**src/rtl/feature_update_alu.sv**
```systemverilog
// ---------------------------------------------------------------------------
// feature_update_alu
//
// Per-flow feature update stage. Takes one aligned packet (size, inter-arrival)
// plus the cached flow history and produces:
//   * a write-back word for the main feature memory (updated max/min size and
//     inter-arrival plus a 10-pair history vector, newest pair at [15:0]),
//   * a completed flow record, pushed into a small valid/ready FIFO whenever
//     the flow reaches its packet threshold.
//
// Pipeline: stage A registers every input each cycle; the update is computed
// combinationally from A and registered into stage B, which drives o_wr_*.
// Latency input -> o_wr_v is two cycles, one packet per cycle sustained.
//
// Optional feature (macro FEATURE_FWD_EN):
//   defined   - a packet whose hash matches the packet currently in stage B
//               (distance 1) uses the stage B results as its history source.
//   undefined - cached inputs are always used as the history source.
//
// Ports:
//   clk, rst                 clock, asynchronous active-high reset
//   i_size_arit_v            packet valid
//   i_pkt_size/arit/n_pkt    packet size, inter-arrival, flow packet count
//   i_hash                   flow hash
//   i_reach_thrh             flow reached its packet threshold
//   i_cache_data_v           cached history valid (hash hit)
//   i_max/min_pkt_size/arit  cached statistics
//   i_vec_feature            cached 10-pair history
//   o_wr_*                   write-back word (o_wr_clr: invalidate entry)
//   o_rec_*, i_rec_rdy       flow record FIFO head, valid/ready handshake
//   o_drop_cnt               saturating count of records dropped on full FIFO
// ---------------------------------------------------------------------------
module feature_update_alu #(
  parameter int REC_DEPTH = 2
) (
  input  logic         clk,
  input  logic         rst,
  input  logic         i_size_arit_v,
  input  logic [7:0]   i_pkt_size,
  input  logic [7:0]   i_pkt_arit,
  input  logic [7:0]   i_n_pkt,
  input  logic [31:0]  i_hash,
  input  logic         i_reach_thrh,
  input  logic         i_cache_data_v,
  input  logic [7:0]   i_max_pkt_size,
  input  logic [7:0]   i_min_pkt_size,
  input  logic [7:0]   i_max_pkt_arit,
  input  logic [7:0]   i_min_pkt_arit,
  input  logic [159:0] i_vec_feature,
  output logic         o_wr_v,
  output logic         o_wr_clr,
  output logic [31:0]  o_wr_hash,
  output logic [7:0]   o_wr_max_size,
  output logic [7:0]   o_wr_min_size,
  output logic [7:0]   o_wr_max_arit,
  output logic [7:0]   o_wr_min_arit,
  output logic [159:0] o_wr_vec,
  output logic         o_rec_v,
  input  logic         i_rec_rdy,
  output logic [31:0]  o_rec_hash,
  output logic [7:0]   o_rec_n_pkt,
  output logic [31:0]  o_rec_stats,
  output logic [159:0] o_rec_vec,
  output logic [15:0]  o_drop_cnt
);

  localparam int PW = $clog2(REC_DEPTH);
  localparam int CW = $clog2(REC_DEPTH) + 1;

  typedef struct packed {
    logic [31:0]  hash;
    logic [7:0]   n_pkt;
    logic [31:0]  stats;
    logic [159:0] vec;
  } rec_t;

  // -------------------------------------------------------------------------
  // Stage A: plain input register
  // -------------------------------------------------------------------------
  logic         a_v_reg;
  logic [7:0]   a_size_reg;
  logic [7:0]   a_arit_reg;
  logic [7:0]   a_n_pkt_reg;
  logic [31:0]  a_hash_reg;
  logic         a_thrh_reg;
  logic         a_cache_v_reg;
  logic [7:0]   a_max_size_reg;
  logic [7:0]   a_min_size_reg;
  logic [7:0]   a_max_arit_reg;
  logic [7:0]   a_min_arit_reg;
  logic [159:0] a_vec_reg;

  always_ff @(posedge clk or posedge rst) begin
    if (rst) begin
      a_v_reg        <= 1'b0;
      a_size_reg     <= '0;
      a_arit_reg     <= '0;
      a_n_pkt_reg    <= '0;
      a_hash_reg     <= '0;
      a_thrh_reg     <= 1'b0;
      a_cache_v_reg  <= 1'b0;
      a_max_size_reg <= '0;
      a_min_size_reg <= '0;
      a_max_arit_reg <= '0;
      a_min_arit_reg <= '0;
      a_vec_reg      <= '0;
    end else begin
      a_v_reg        <= i_size_arit_v;
      a_size_reg     <= i_pkt_size;
      a_arit_reg     <= i_pkt_arit;
      a_n_pkt_reg    <= i_n_pkt;
      a_hash_reg     <= i_hash;
      a_thrh_reg     <= i_reach_thrh;
      a_cache_v_reg  <= i_cache_data_v;
      a_max_size_reg <= i_max_pkt_size;
      a_min_size_reg <= i_min_pkt_size;
      a_max_arit_reg <= i_max_pkt_arit;
      a_min_arit_reg <= i_min_pkt_arit;
      a_vec_reg      <= i_vec_feature;
    end
  end

  // -------------------------------------------------------------------------
  // Stage B registers (declared early: they feed the forwarding path)
  // -------------------------------------------------------------------------
  logic         b_v_reg;
  logic         b_clr_reg;
  logic [31:0]  b_hash_reg;
  logic [7:0]   b_max_size_reg;
  logic [7:0]   b_min_size_reg;
  logic [7:0]   b_max_arit_reg;
  logic [7:0]   b_min_arit_reg;
  logic [159:0] b_vec_reg;

  // -------------------------------------------------------------------------
  // Source select and update compute
  // -------------------------------------------------------------------------
  logic         fwd;
  logic         hit;
  logic [7:0]   src_max_size;
  logic [7:0]   src_min_size;
  logic [7:0]   src_max_arit;
  logic [7:0]   src_min_arit;
  logic [159:0] src_vec;

  always_comb begin
    fwd = 1'b0;
`ifdef FEATURE_FWD_EN
    // A cleared entry is being invalidated in memory, so it must not seed the
    // next packet of the same flow.
    fwd = b_v_reg && (b_hash_reg == a_hash_reg) && !b_clr_reg;
`endif
    hit          = a_cache_v_reg | fwd;
    src_max_size = fwd ? b_max_size_reg : a_max_size_reg;
    src_min_size = fwd ? b_min_size_reg : a_min_size_reg;
    src_max_arit = fwd ? b_max_arit_reg : a_max_arit_reg;
    src_min_arit = fwd ? b_min_arit_reg : a_min_arit_reg;
    src_vec      = fwd ? b_vec_reg      : a_vec_reg;
  end

  logic [7:0]   new_max_size;
  logic [7:0]   new_min_size;
  logic [7:0]   new_max_arit;
  logic [7:0]   new_min_arit;
  logic [159:0] new_vec;

  // On a miss the packet itself is the only sample, so all extremes equal it.
  assign new_max_size = (hit && (src_max_size > a_size_reg)) ? src_max_size : a_size_reg;
  assign new_min_size = (hit && (src_min_size < a_size_reg)) ? src_min_size : a_size_reg;
  assign new_max_arit = (hit && (src_max_arit > a_arit_reg)) ? src_max_arit : a_arit_reg;
  assign new_min_arit = (hit && (src_min_arit < a_arit_reg)) ? src_min_arit : a_arit_reg;

  // History shifts up by one pair; the oldest pair (src_vec[159:144]) falls off.
  assign new_vec[15:0] = {a_size_reg, a_arit_reg};
  for (genvar gi = 1; gi < 10; gi++) begin : g_vec_shift
    assign new_vec[gi*16 +: 16] = hit ? src_vec[(gi-1)*16 +: 16] : 16'd0;
  end

  // -------------------------------------------------------------------------
  // Stage B: write-back word. Data holds over invalid cycles.
  // -------------------------------------------------------------------------
  always_ff @(posedge clk or posedge rst) begin
    if (rst) begin
      b_v_reg        <= 1'b0;
      b_clr_reg      <= 1'b0;
      b_hash_reg     <= '0;
      b_max_size_reg <= '0;
      b_min_size_reg <= '0;
      b_max_arit_reg <= '0;
      b_min_arit_reg <= '0;
      b_vec_reg      <= '0;
    end else begin
      b_v_reg   <= a_v_reg;
      b_clr_reg <= a_v_reg & a_thrh_reg;
      if (a_v_reg) begin
        b_hash_reg     <= a_hash_reg;
        b_max_size_reg <= new_max_size;
        b_min_size_reg <= new_min_size;
        b_max_arit_reg <= new_max_arit;
        b_min_arit_reg <= new_min_arit;
        b_vec_reg      <= new_vec;
      end
    end
  end

  assign o_wr_v        = b_v_reg;
  assign o_wr_clr      = b_clr_reg;
  assign o_wr_hash     = b_hash_reg;
  assign o_wr_max_size = b_max_size_reg;
  assign o_wr_min_size = b_min_size_reg;
  assign o_wr_max_arit = b_max_arit_reg;
  assign o_wr_min_arit = b_min_arit_reg;
  assign o_wr_vec      = b_vec_reg;

  // -------------------------------------------------------------------------
  // Flow record FIFO
  // -------------------------------------------------------------------------
  rec_t          rec_mem [REC_DEPTH];
  logic [PW-1:0] wr_ptr_reg;
  logic [PW-1:0] rd_ptr_reg;
  logic [CW-1:0] count_reg;
  logic [15:0]   drop_cnt_reg;

  logic rec_empty;
  logic rec_full;
  logic push;
  logic pop;
  logic push_ok;
  logic drop;
  rec_t new_rec;
  rec_t head;

  assign rec_empty = (count_reg == '0);
  assign rec_full  = (count_reg == CW'(REC_DEPTH));
  assign push      = a_v_reg & a_thrh_reg;
  assign pop       = !rec_empty & i_rec_rdy;
  // A pop in the same cycle frees the slot, so a full FIFO still accepts.
  assign push_ok   = push & (!rec_full | pop);
  assign drop      = push & rec_full & !pop;

  assign new_rec.hash  = a_hash_reg;
  assign new_rec.n_pkt = a_n_pkt_reg;
  assign new_rec.stats = {new_max_size, new_min_size, new_max_arit, new_min_arit};
  assign new_rec.vec   = new_vec;

  always_ff @(posedge clk) begin
    if (push_ok) begin
      rec_mem[wr_ptr_reg] <= new_rec;
    end
  end

  always_ff @(posedge clk or posedge rst) begin
    if (rst) begin
      wr_ptr_reg   <= '0;
      rd_ptr_reg   <= '0;
      count_reg    <= '0;
      drop_cnt_reg <= '0;
    end else begin
      if (push_ok) begin
        wr_ptr_reg <= wr_ptr_reg + PW'(1);
      end
      if (pop) begin
        rd_ptr_reg <= rd_ptr_reg + PW'(1);
      end
      case ({push_ok, pop})
        2'b10:   count_reg <= count_reg + CW'(1);
        2'b01:   count_reg <= count_reg - CW'(1);
        default: count_reg <= count_reg;
      endcase
      if (drop && (drop_cnt_reg != 16'hFFFF)) begin
        drop_cnt_reg <= drop_cnt_reg + 16'd1;
      end
    end
  end

  // Head fields are masked while empty so nothing stale or uninitialised leaks.
  assign head        = rec_mem[rd_ptr_reg];
  assign o_rec_v     = !rec_empty;
  assign o_rec_hash  = rec_empty ? 32'd0  : head.hash;
  assign o_rec_n_pkt = rec_empty ? 8'd0   : head.n_pkt;
  assign o_rec_stats = rec_empty ? 32'd0  : head.stats;
  assign o_rec_vec   = rec_empty ? 160'd0 : head.vec;
  assign o_drop_cnt  = drop_cnt_reg;

endmodule

```
**config.mk**
```make
export PLATFORM = sky130hd
export DESIGN_NAME = feature_update_alu
export DESIGN_NICKNAME = d
export VERILOG_FILES = /design/src/rtl/feature_update_alu.sv
export SDC_FILE = /design/constraint.sdc
export NUM_CORES = 1
export LEC_CHECK = 0
export ABC_CLOCK_PERIOD_IN_PS = 19500
export BUFFER_PORTS_ARGS = -buffer_cell sky130_fd_sc_hd__buf_2
export CORE_UTILIZATION = 45
export CTS_CLUSTER_DIAMETER = 30
export CTS_CLUSTER_SIZE = 40
export DETAILED_ROUTE_END_ITERATION = 6
export PLACE_DENSITY = 0.68
export SLEW_MARGIN = 20
export SYNTH_ARGS = -nofsm -noshare
export SYNTH_HDL_FRONTEND = slang
export SYNTH_SLANG_ARGS = --single-unit
```
**constraint.sdc**
```tcl
create_clock -name clk -period 19.5 [get_ports clk]
set_input_delay 1.95 -clock clk [delete_from_list [all_inputs] [get_ports clk]]
set_output_delay 1.95 -clock clk [all_outputs]
set_load 0.02 [all_outputs]
```
==> qor.txt <==
CP startpoint kind - flop
Post-synth top cells - 481 x dfrtp_1, 464 x edfxtp_1, 258 x nor2_1
clk_skew - 0.0554 ns
dpl ws - 14.33 ns
Max Cap Violations - 0
initial antenna violation count - 18
Synth top area share - 0.400
number of global-route vias before repair - 22.2k
Worst path max stage delay - 0.80 ns
WP data required - 17.55 ns
Pleak - 20.4 nW
post-CTS sizing - 0
Slew Viols, Final - 0
#FFs+latches synth - 945
Top delay family on crit path - buffers and inverters
Main synth FF type - dfrtp_1
Max VDD drop - 0.136 mV
most common cell in the netlist - dfrtp_1
Post-synth EDFFs - 464
Hold Buf Count CTS - 0
die height - 280 um
Buffers & Inverters on Critical Path - 3
Final setup viols - 0
mapped cell area - 0.0348 mm^2
DP Cell Count - 3814
Pwr Total - 7.20 mW
hpwl dp - 58400 um
CTS Buf Count - 171
Syn Nets - 2440
CP Data Arrival Time - 3.52 ns
share of cells above drive strength 1 - 0.407
max reg flops - 464
Synth Area per Inst - 16.2 um^2
synth top area cells - edfxtp_1 40%, dfrtp_1 35%, mux2_2 7.0%
ys async rst share - 0.509
Slew @ Worst Pin - 1.18 ns
RSZ-0062 raised after global routing - no
area leader, netlist - edfxtp_1
I/O Pins - 729
Final min period - 5.47 ns
Ys Warns - 0
Post-Syn Instances - 2154
Final Cycle Share - 0.280
crit end category - primary output
slowest cell on the critical path - buf_4
Min-Delay Path Class - reg -> reg
root buf cell - clkbuf_16
Initial Util - 0.457
first drt pass iteration count - 5
final non-filler cell total - 4151
Most common cell on crit path - buf_4
first-pass GRT wire length - 135000 um
Peak Freq - 183 MHz
vias per cell - 5.11
status - finished clean
vias - 21.2k
post-route setup slack - 14.03 ns
largest net degree at the start of global routing - 161
Area growth syn-to-layout - 32.0%
DR DRC count - 0
Clock Pin Slew Worst Setup and Hold Paths - 0.05 ns
post-route ant nets - 0
grt ovf - 0
final cell utilization of the core - 0.603
WL/cell - 22.0 um
IO Port Bufs - 712
library cells used by synthesis - 49
CTS Buffer Depth - 3
Core ar. - 0.0762 mm^2
clock sinks - 945
total track usage - 0.229
DR iter-0 viols - 1223
Final GP Congestion - 0.851
routed wire length - 91400 um
Crit Path Class - reg -> out
register area share after synthesis - 0.746
post-placement cell area - 0.0395 mm^2
relative slew slack - 0.210
final net count - 3244
worst path cell trace - nor2_4 -> buf_4 -> buf_4 -> nor2_1 -> buf_2
Rows - 101
post-route cell area - 0.0459 mm^2
latest clock arrival within the worst-skew pair - 0.75 ns
Pwr Density - 157 mW/mm^2
TritonCTS clock tree - yes
postcts setup bufs - 0
Die W - 280 um
Final Hold Viols - 0
worst hold slack - 0.418 ns
Max H-tree Level - 4
Max Fanout on Critical Path - 76
die area - 0.0785 mm^2
Sum Neg Setup Slack - 0 ns
==> placed cells by master, fill, tap and decap left out, drive strengths merged, types with 28 or more instances in the layout <==
| cell | instances |
|---|---|
| and2 | 147 |
| clkbuf | 213 |
| bufinv | 28 |
| mux2i | 232 |
| inv | 36 |
| dfrtp | 481 |
| edfxtp | 464 |
| clkinv | 51 |
| nor2 | 258 |
| buf | 733 |
| ha | 32 |
| mux2 | 217 |
==> metal layers <==
layer	global-route usage	up-vias	wire length [um]	part of all wire
met1	0.272	10800	35200	0.39
met4	0.109	12	3600	0.039
li1	-	9395	-	-
met5	0	-	80	0.00088
met3	0.0685	217	6560	0.072
met2	0.383	782	46000	0.50
==> path summary, 6_finish.rpt <==
path | startpoint | endpoint | slack (ns) | depth (start not counted)
worst min register to register | a_n_pkt_reg[3]$_DFF_PP0_ | rec_mem[1][195]$_DFFE_PP_ | 0.42 | 0
worst min-delay path | a_n_pkt_reg[3]$_DFF_PP0_ | rec_mem[1][195]$_DFFE_PP_ | 0.42 | 0
max in group asynchronous | rst | a_cache_v_reg$_DFF_PP0_ | 15.63 | 4
min in group asynchronous | rst | a_vec_reg[50]$_DFF_PP0_ | 1.30 | 2
worst max register to register | a_v_reg$_DFF_PP0_ | rec_mem[0][44]$_DFFE_PP_ | 15.01 | 6
worst max-delay path | count_reg[0]$_DFFE_PP0P_ | o_rec_stats[16] | 14.03 | 5
==> report_power, final <==
part | switching, mW | total (mW) | leakage [nW] | internal (mW)
logic | 1.09 | 1.60 | 7.25 | 0.509
clock network | 1.07 | 3.18 | 3.06 | 2.11
registers | 0.0979 | 2.41 | 10.1 | 2.32
==> layout make-up <==
cell class                 count  area (um^2)
fill                        5797        30300
antenna                       12         30.0
clock buffer                 213         4700
sequential                   945        26000
tap                         1030         1290
clock inverter               111         1690
multi-input combinational   1085         8360
inverter                      22         95.1
timing repair buffer         733         3780
==> cells by family after synthesis <==
| group | count (synthesis) | synth area share |
|---|---|---|
| DFF | 945 | 0.746 |
| and+or+nand+nor | 508 | 0.0716 |
| muxes | 449 | 0.137 |
| buffers and inverters | 124 | 0.0142 |
| AOI/OAI and AO/OA | 76 | 0.0144 |
| adders and majority gates | 32 | 0.0115 |
| xor gates and xnor gates | 20 | 0.00503 |
No activity file was read; power rests on OpenSTA's default activity.
